## src/rtl/vga_timing_controller.sv

```systemverilog
// 640x480@60 VGA scan generator: drives row/col to the drawers, registers their RGB onto the pins.
// Define VGA_TEST_PATTERN_EN to add the built-in colour-bar generator selected by test_pattern.
module vga_timing_controller #(
    parameter int   CLK_DIV     = 2,
    parameter int   H_VISIBLE   = 640,
    parameter int   H_FRONT     = 16,
    parameter int   H_SYNC      = 96,
    parameter int   H_BACK      = 48,
    parameter int   V_VISIBLE   = 480,
    parameter int   V_FRONT     = 10,
    parameter int   V_SYNC      = 2,
    parameter int   V_BACK      = 33,
    parameter logic SYNC_ACTIVE = 1'b0
) (
    input  logic       clk,
    input  logic       reset,
    output int         col,
    output int         row,
    input  logic [3:0] in_red,
    input  logic [3:0] in_green,
    input  logic [3:0] in_blue,
    input  logic       test_pattern,
    output logic [3:0] red,
    output logic [3:0] green,
    output logic [3:0] blue,
    output logic       hsync,
    output logic       vsync,
    output logic       visible,
    output logic       frame_start
);

    localparam int H_TOTAL  = H_VISIBLE + H_FRONT + H_SYNC + H_BACK;
    localparam int V_TOTAL  = V_VISIBLE + V_FRONT + V_SYNC + V_BACK;
    localparam int HS_START = H_VISIBLE + H_FRONT;
    localparam int HS_END   = HS_START + H_SYNC;
    localparam int VS_START = V_VISIBLE + V_FRONT;
    localparam int VS_END   = VS_START + V_SYNC;
    localparam logic [3:0] DIV_LAST = 4'(CLK_DIV - 1);

    logic [3:0] div;
    logic       pix_en;
    logic       line_end;
    logic       frame_end;
    logic       h_active;
    logic       v_active;
    logic [3:0] pix_red;
    logic [3:0] pix_green;
    logic [3:0] pix_blue;

    // With CLK_DIV = 1 DIV_LAST is 0, so div never leaves 0 and pix_en stays high.
    assign pix_en    = (div == DIV_LAST);
    assign line_end  = (col == H_TOTAL - 1);
    assign frame_end = pix_en && line_end && (row == V_TOTAL - 1);
    assign visible   = (col < H_VISIBLE) && (row < V_VISIBLE);
    assign h_active  = (col >= HS_START) && (col < HS_END);
    assign v_active  = (row >= VS_START) && (row < VS_END);

    always_ff @(posedge clk) begin
        if (reset) begin
            div <= 4'd0;
        end else if (pix_en) begin
            div <= 4'd0;
        end else begin
            div <= div + 4'd1;
        end
    end

    always_ff @(posedge clk) begin
        if (reset) begin
            col <= 0;
            row <= 0;
        end else if (pix_en) begin
            if (line_end) begin
                col <= 0;
                row <= (row == V_TOTAL - 1) ? 0 : row + 1;
            end else begin
                col <= col + 1;
            end
        end
    end

    // Registered from the wrap itself, so it is high exactly while the counters first read (0,0).
    always_ff @(posedge clk) begin
        if (reset) begin
            frame_start <= 1'b0;
        end else begin
            frame_start <= frame_end;
        end
    end

`ifdef VGA_TEST_PATTERN_EN
    localparam int BAR_W = H_VISIBLE / 8;

    logic [2:0] bar;

    assign bar = 3'(col / BAR_W);

    // Bar order white, yellow, cyan, green, magenta, red, blue, black falls out of the index bits.
    always_comb begin
        pix_red   = in_red;
        pix_green = in_green;
        pix_blue  = in_blue;
        if (test_pattern) begin
            pix_red   = {4{~bar[1]}};
            pix_green = {4{~bar[2]}};
            pix_blue  = {4{~bar[0]}};
        end
    end
`else
    logic unused_test_pattern;

    assign unused_test_pattern = test_pattern;
    assign pix_red             = in_red;
    assign pix_green           = in_green;
    assign pix_blue            = in_blue;
`endif

    // Pins use the pre-increment counters, so they lag row/col by one pixel period.
    always_ff @(posedge clk) begin
        if (reset) begin
            red   <= 4'd0;
            green <= 4'd0;
            blue  <= 4'd0;
            hsync <= ~SYNC_ACTIVE;
            vsync <= ~SYNC_ACTIVE;
        end else if (pix_en) begin
            red   <= visible ? pix_red   : 4'd0;
            green <= visible ? pix_green : 4'd0;
            blue  <= visible ? pix_blue  : 4'd0;
            hsync <= h_active ? SYNC_ACTIVE : ~SYNC_ACTIVE;
            vsync <= v_active ? SYNC_ACTIVE : ~SYNC_ACTIVE;
        end
    end

endmodule
```

## config.mk

```make
export PLATFORM = sky130hd
export DESIGN_NAME = vga_timing_controller
export DESIGN_NICKNAME = d
export VERILOG_FILES = /design/src/rtl/vga_timing_controller.sv
export SDC_FILE = /design/constraint.sdc
export NUM_CORES = 1
export LEC_CHECK = 0
export ABC_CLOCK_PERIOD_IN_PS = 2100
export CORE_AREA = 4 4 156 83
export CTS_CLUSTER_SIZE = 20
export DETAILED_ROUTE_END_ITERATION = 10
export DIE_AREA = 0 0 160 87
export HOLD_SLACK_MARGIN = 0.1
export PLACE_DENSITY = 0.7
export SYNTH_ARGS = -nofsm -noshare
export SYNTH_HDL_FRONTEND = slang
export SYNTH_SLANG_ARGS = --single-unit
```

## constraint.sdc

```tcl
create_clock -name clk -period 2.1 [get_ports clk]
set_input_delay 0.315 -clock clk [delete_from_list [all_inputs] [get_ports clk]]
set_output_delay 0.315 -clock clk [all_outputs]
set_load 0.05 [all_outputs]
```

==> PnR_summary.wiki, run 1 <==
{| class="wikitable"
! Metric !! Value
|-
| Result of the run || complete, but fails checks
|-
| Failing checks || setup timing
|-
| Highest-count cells in the layout ignoring fill and taps || clkdlybuf4s50_1 (92), buf_4 (57), dfxtp_1 (44)
|-
| Portion of total power attributed to sequential cells || 45.8%
|-
| Final worst hold slack || 0.473 ns
|-
| Height of the die || 87 um
|-
| Port Buf Inserts || 93
|-
| DR WL/cell || 17.8 um
|-
| Maximum number of pins on one net before global-route repair || 33
|-
| Synth async-reset ratio || 0%
|-
| Antenna violations before repair || 0
|-
| Max Clock Skew || 0.00814 ns
|-
| PD cells || 551 nW/um2
|-
| Final worst-path setup slack || -0.134 ns
|-
| Leak pwr || 2.40 nW
|-
| Warnings, synthesis || 0
|-
| Std-Cell Rows || 28
|-
| Dpl hpwl || 9.40 mm
|-
| Number of nets with antenna violations after detailed routing || 0
|-
| Internal power component || 2.60 mW
|-
| X dimension of the die || 160 um
|-
| Fill count || 967
|-
| Max-cap check violation count || 0
|-
| Max Slew Vio Count || 0
|-
| Cell area after synthesis || 3980 um2
|-
| Initial Util || 34.5%
|-
| Worst EP arrival || 1.92 ns
|-
| Max clock buf depth || 2
|-
| Net switching power figure || 0.975 mW
|-
| Insertion delay of the later-clocked pin in the worst-skew pair || 0.34 ns
|-
| Global-route wire length before repair || 21.1 mm
|-
| Cts bufs inserted || 9
|-
| Total track usage || 18.7%
|-
| Combined flip-flop and latch cell area || 1730 um2
|-
| Count of different cell masters after synthesis || 43
|-
| Number of standard cells after synthesis || 466
|-
| Placed cell count || 746
|-
| Setup-failing EPs final || 30
|-
| Slowest stage cell, crit path || or4_4
|-
| Minimum clock period after layout || 2.23 ns
|-
| Clock Sinks || 83
|-
| Tcrit/Tclk final || 106%
|-
| Fmax || 448 MHz
|-
| Share of synthesized area occupied by flip-flops and latches || 41.7%
|-
| Leading register cell type out of synthesis || dfxtp_1
|-
| Worst Setup Path Type || register to output port
|-
| Final wirelength || 13.8 mm
|-
| HP Start || green[1]
|-
| Launch point of the worst reg-to-reg path || div[1]
|-
| CTS tree || done
|-
| Switch share || 27.3%
|-
| Routability cong. || 0.892
|-
| I/O pin total || 95
|-
| Worst setup startpoint || row[22]
|-
| Pin slew with the least headroom to its limit || 0.816 ns
|-
| Number of inserted diodes || 0
|-
| Synth Register Bits || 83
|-
| Number of hold violations in the final report || 0
|-
| Cell Area, Placed || 5700 um2
|-
| Peak per-stage delay on the critical path || 0.57 ns
|-
| Via total after detailed routing || 4265
|-
| Via count of the first global-routing pass || 3939
|-
| Synth Area per Inst || 8.55 um2
|-
| Clock-pin slew on the worst setup and hold paths || 0.07 ns
|-
| Worst slew margin relative to its limit || 45.4%
|-
| Detailed Routing Iterations Pass 1 || 5
|-
| Cells traversed along the worst timing path || or4_4 > nor4_4 > a21oi_2 > nor2_4 > buf_12
|-
| H-tree depth || 3
|-
| Critical path endpoint category || output port
|-
| Design Power || 3.58 mW
|-
| Growth of design area from synthesis to finish || 63.0%
|-
| Die Footprint || 13900 um2
|-
| Unrepaired setup endpoints after global routing || yes
|-
| Multi-input combinational cell area || 2610 um2
|-
| Vias per cell || 5.49
|-
| Core Region || 11600 um2
|-
| VDD IR-drop max || 0.343 mV
|-
| Critical path startpoint category || register
|-
| Most common cell after layout, fill and taps aside || clkdlybuf4s50_1
|-
| Number of enable flip-flop cells after synthesis || 0
|-
| Total gr overflow || 0
|-
| Share of post-route cells with drive strength above 1 || 32.4%
|-
| Maximum net fanout on the critical path || 2
|-
| Setup WS pre-CTS || -0.227 ns
|-
| Net count of the mapped netlist || 487
|-
| Clk network pwr share || 41.6%
|-
| Root Buffer || clkbuf_16
|-
| DRC violations left || 0
|-
| Post-layout instance count excluding filler cells || 777
|-
| Fin area || 6490 um2
|-
| Worst hold-check path type || register to register
|-
| Net count reported at finish || 643
|-
| Number of design-rule violations left by the first detailed-router iteration || 410
|-
| Endpoint required time on the critical path || 1.78 ns
|-
| Combinational Power Share || 12.6%
|}
==> timing repair <==
| action | in CTS | in global routing |
|---|---|---|
| resized for setup | 34 | 47 |
| cloned | 1 | 3 |
| hold buffers | 0 | 0 |
| setup buffers | 7 | 6 |
| endpoints found under the setup margin | 44 | 64 |
| pin swaps | 38 | 22 |
==> Yosys cell counts, types with 12 or more instances <==
master / number / share of area (%)
a21oi_1: 31 / 3.9
xnor2_1: 24 / 5.3
dfxtp_1: 83 / 42
or3_1: 24 / 3.8
nand2_1: 25 / 2.4
a22o_1: 12 / 2.6
nand4_1: 21 / 3.3
nor4_1: 22 / 3.5
inv_1: 15 / 1.4
nand3_1: 28 / 3.5
nor2_1: 44 / 4.1
o21ai_0: 26 / 3.3
clkbuf_1: 14 / 1.3
==> logic make-up after synthesis <==
family | Yosys count | synth area share (%)
AND/OR/NAND/NOR | 224 | 33.1
adder cells (fa/ha/maj) | 6 | 1.88
flip-flops | 83 | 41.7
buffers and inverters | 40 | 4.05
XOR/XNOR | 35 | 7.69
AO/OA/AOI/OAI | 77 | 11.3
multiplexers | 1 | 0.251
==> final timing paths <==
path | slack (ns) | depth (start not counted) | endpoint
min reg2reg | 0.47 | 1 | green[1]
max reg2reg | -0.10 | 9 | col[28]
max | -0.13 | 5 | visible
min | 0.47 | 1 | green[1]
==> power groups by stage <==
stage	registers (mW)	logic [mW]	clock network [mW]
floorplan	1.79	0.127	0
global placement	1.67	0.402	0
detailed placement	1.67	0.412	0
CTS	1.64	0.422	1.53
global route	1.64	0.476	1.60
finish	1.64	0.450	1.49
==> sequential cells by signal (all words and copies together) (netlist names) <==
| register | flops |
|---|---|
| blue | 4 |
| col | 32 |
| div | 4 |
| frame_start | 1 |
| green | 4 |
| hsync | 1 |
| red | 4 |
| row | 32 |
| vsync | 1 |
==> metal layers <==
layer  vias up  wire [um]  global-route usage, %
met4         0        201                   5.39
met5         -          0                      0
met3        18        990                   5.01
li1       2014          -                      -
met2       167       5930                   28.1
met1      2066       6690                   26.5
==> per-stage QoR <==
stage | TNS, ns | util, %
after floorplan | -0.146 | -
after global placement | -3.37 | 49.3
after detailed placement | -4.93 | 49.3
after CTS | -1.19 | 53.5
after global routing | -4.78 | 56.2
final | -1.10 | 56.2
==> critical path: cells and delay by family (launching register included) <==
family / cells / cell delay [ns]
AO/OA/AOI/OAI: 1 / 0.14
AND/OR/NAND/NOR: 3 / 0.97
buffers and inverters: 1 / 0.15
flip-flops: 1 / 0.32
==> final cells by class <==
| class | count | share of cell area (%) |
|---|---|---|
| Sequential cell | 83 | 26.6 |
| Timing Repair Buffer | 170 | 25.2 |
| Clock inverter | 7 | 0.771 |
| Clock buffer | 9 | 3.47 |
| Tap cell | 150 | 2.89 |
| Multi-Input combinational cell | 343 | 40.2 |
| Inverter | 15 | 0.867 |
Power figures use the tool's default switching activity.
==> run 2: changes to the inputs <==
Settings changed: CTS_CLUSTER_DIAMETER set to 50, SETUP_SLACK_MARGIN set to 0.05.
==> run 2 against run 1 <==
Compared with the run above:
- the run still ends with setup timing left
- maximum frequency decreased by 0.97%
- die area unchanged
- critical path depth is 2 higher
- flip-flop and latch count unchanged
- register-to-register slack got worse by 0.03 ns
- count of clock-buffer cells in the layout is 2 higher
- wire length up 1.2%
- cell area grew 0.40%
- critical endpoint unchanged
- power grew 5.9%
- global-route usage up 1.4 points
- clock skew fell by 0.0019 ns
==> PnR_summary.wiki, run 2 (synthesized netlist as in run 1, its figures left out) <==
{| class="wikitable"
! Metric !! Value
|-
| Result of the run || complete, but fails checks
|-
| Failing checks || setup timing
|-
| Crit path max-delay family || simple AND/OR/NAND/NOR gates
|-
| Max Slew Vio Count || 0
|-
| Max Clock Skew || 0.00626 ns
|-
| Clock Sinks || 83
|-
| Global-route wire length before repair || 22.5 mm
|-
| Vias per cell || 5.51
|-
| Net switching power figure || 0.928 mW
|-
| HP Start || blue[2]
|-
| Leak pwr || 2.42 nW
|-
| Detailed Routing Iterations Pass 1 || 5
|-
| Setup-failing EPs final || 64
|-
| Worst slew margin relative to its limit || 45.8%
|-
| Worst hold-check path type || register to register
|-
| Tcrit/Tclk final || 107%
|-
| DRC violations left || 0
|-
| End point of the worst hold path || blue[2]
|-
| Die Footprint || 13900 um2
|-
| Initial Util || 34.5%
|-
| Number of instances on the worst hold path || 1
|-
| Growth of design area from synthesis to finish || 63.7%
|-
| Cell Area, Placed || 5730 um2
|-
| Cts bufs inserted || 9
|-
| Std-Cell Rows || 28
|-
| Maximum number of pins on one net before global-route repair || 33
|-
| Number of hold violations in the final report || 0
|-
| Total gr overflow || 0
|-
| Critical path endpoint category || output port
|-
| Terminus of the critical flop-to-flop path || row[31]
|-
| Height of the die || 87 um
|-
| Routability cong. || 0.840
|-
| Worst EP arrival || 1.94 ns
|-
| Number of buffers inserted by hold repair at cts || 0
|-
| Slack of the worst reg-to-reg path || -0.13 ns
|-
| Insertion delay of the later-clocked pin in the worst-skew pair || 0.33 ns
|-
| Multi-input combinational cell area || 2530 um2
|-
| Clk network pwr share || 44.1%
|-
| Portion of total power attributed to sequential cells || 43.2%
|-
| Clock-pin slew on the worst setup and hold paths || 0.06 ns
|-
| Dpl hpwl || 9.70 mm
|-
| Most common cell after layout, fill and taps aside || clkdlybuf4s50_1
|-
| Via total after detailed routing || 4305
|-
| Slowest stage cell, crit path || dfxtp_2
|-
| Share of post-route cells with drive strength above 1 || 30.3%
|-
| Registers with the highest flip-flop counts || col (32), row (32)
|-
| VDD IR-drop max || 0.330 mV
|-
| Combinational Power Share || 12.6%
|-
| Core Region || 11600 um2
|-
| Total track usage || 20.1%
|-
| Root Buffer || clkbuf_16
|-
| Via count of the first global-routing pass || 4246
|-
| Peak per-stage delay on the critical path || 0.33 ns
|-
| Max-cap check violation count || 0
|-
| Launch point of the worst reg-to-reg path || div[1]
|-
| Endpoint required time on the critical path || 1.78 ns
|-
| Port Buf Inserts || 93
|-
| Critical path startpoint category || register
|-
| Maximum net fanout on the critical path || 2
|-
| Minimum clock period after layout || 2.26 ns
|-
| PD cells || 581 nW/um2
|-
| Number of design-rule violations left by the first detailed-router iteration || 311
|-
| X dimension of the die || 160 um
|-
| DR WL/cell || 17.9 um
|-
| Number of nets with antenna violations after detailed routing || 0
|-
| Unrepaired setup endpoints after global routing || yes
|-
| I/O pin total || 95
|-
| Combined flip-flop and latch cell area || 1730 um2
|-
| Max clock buf depth || 2
|-
| Internal power component || 2.86 mW
|-
| Depth of the worst register-to-register path || 9
|-
| Switch share || 24.5%
|-
| Worst Setup Path Type || register to output port
|-
| Highest-count cells in the layout ignoring fill and taps || clkdlybuf4s50_1 (90), buf_4 (62), nor2_1 (43), dfxtp_1 (43), dfxtp_2 (32)
|-
| Final wirelength || 14.0 mm
|-
| Final worst-path setup slack || -0.156 ns
|-
| Design Power || 3.79 mW
|-
| CTS tree || done
|-
| Fill count || 988
|-
| Antenna violations before repair || 0
|-
| Pin slew with the least headroom to its limit || 0.810 ns
|-
| Number of inserted diodes || 0
|-
| Fin area || 6520 um2
|-
| Cells traversed along the worst timing path || nor4_4 > buf_4 > and4_4 > buf_6 > a31oi_4 > nor2_4 > buf_12
|-
| Critical path buffer and inverter count || 3
|-
| Fmax || 443 MHz
|-
| H-tree depth || 3
|-
| Net count reported at finish || 647
|}
## run 2: cell count changes in the layout (fill, tap and decap cells not counted), moves of 3 or more
cell and change:
or3_4 -4, nor4_2 -3, a21oi_1 +7, nand3_2 +3
buf_4 +5, o21ai_0 -3, a21oi_2 -8, nor3_4 -3
or3_1 +4
## run 2: layer usage
| layer | GRT usage [%] | vias up | share of wire (%) |
|---|---|---|---|
| met4 | 6.64 | 0 | 1.9 |
| met1 | 28.2 | 2075 | 48 |
| met5 | 0 | - | 0 |
| li1 | - | 2021 | - |
| met3 | 5.34 | 23 | 7.6 |
| met2 | 30.2 | 186 | 42 |
## run 2: power by group through the flow
stage	combinational, mW	clock (mW)	sequential [mW]
after floorplan	0.128	0	1.79
after global placement	0.394	0	1.67
after detailed placement	0.404	0	1.67
after CTS	0.484	1.71	1.64
after global routing	0.504	1.79	1.64
final	0.479	1.67	1.64
## run 2: worst reg2reg max path: stages, from the launching register on
cell     delay, ns
dfxtp_2       0.32
inv_2         0.06
ha_4          0.11
or3b_4        0.42
nor4_4        0.27
buf_4         0.18
nand4_1       0.14
buf_6         0.18
or3_1         0.35
a21oi_1       0.13
## run 2: through the flow
stage	setup WS [ns]	instances	hold slack (ns)	TNS (ns)	util, %
floorplan	-0.0582	466	0.448	-0.107	-
global placement	-0.165	747	0.456	-7.11	49.5
detailed placement	-0.239	747	0.460	-10.98	49.5
CTS	-0.167	780	0.477	-5.43	55.9
global route	-0.230	781	0.486	-11.73	56.4
finish	-0.156	781	0.475	-5.75	56.4
## run 2: area by class of cell
type	instances	area share (%)
inverters	15	0.864
repair buffers	174	26.1
clock buffers	11	3.57
clock inverters	5	1.19
multi-input cells	343	38.8
flip-flops and latches	83	26.6
well taps	150	2.88
## run 2: repair_timing
action | 4_1_cts | 5_1_grt
gates resized for setup | 41 | 22
cloned | 5 | 0
endpoints found under the setup margin | 76 | 79
pin swaps | 27 | 17
buffers inserted | 12 | 3
## run 2: how the worst max path moves through the flow
stage                        from  endpoint  cells after the start
after floorplan            div[0]   row[28]                      7
after global placement     div[1]   col[24]                      9
after detailed placement   div[1]   col[24]                      9
after CTS                 row[23]   visible                      5
after global routing       div[1]   row[20]                      9
final                     col[29]   visible                      7
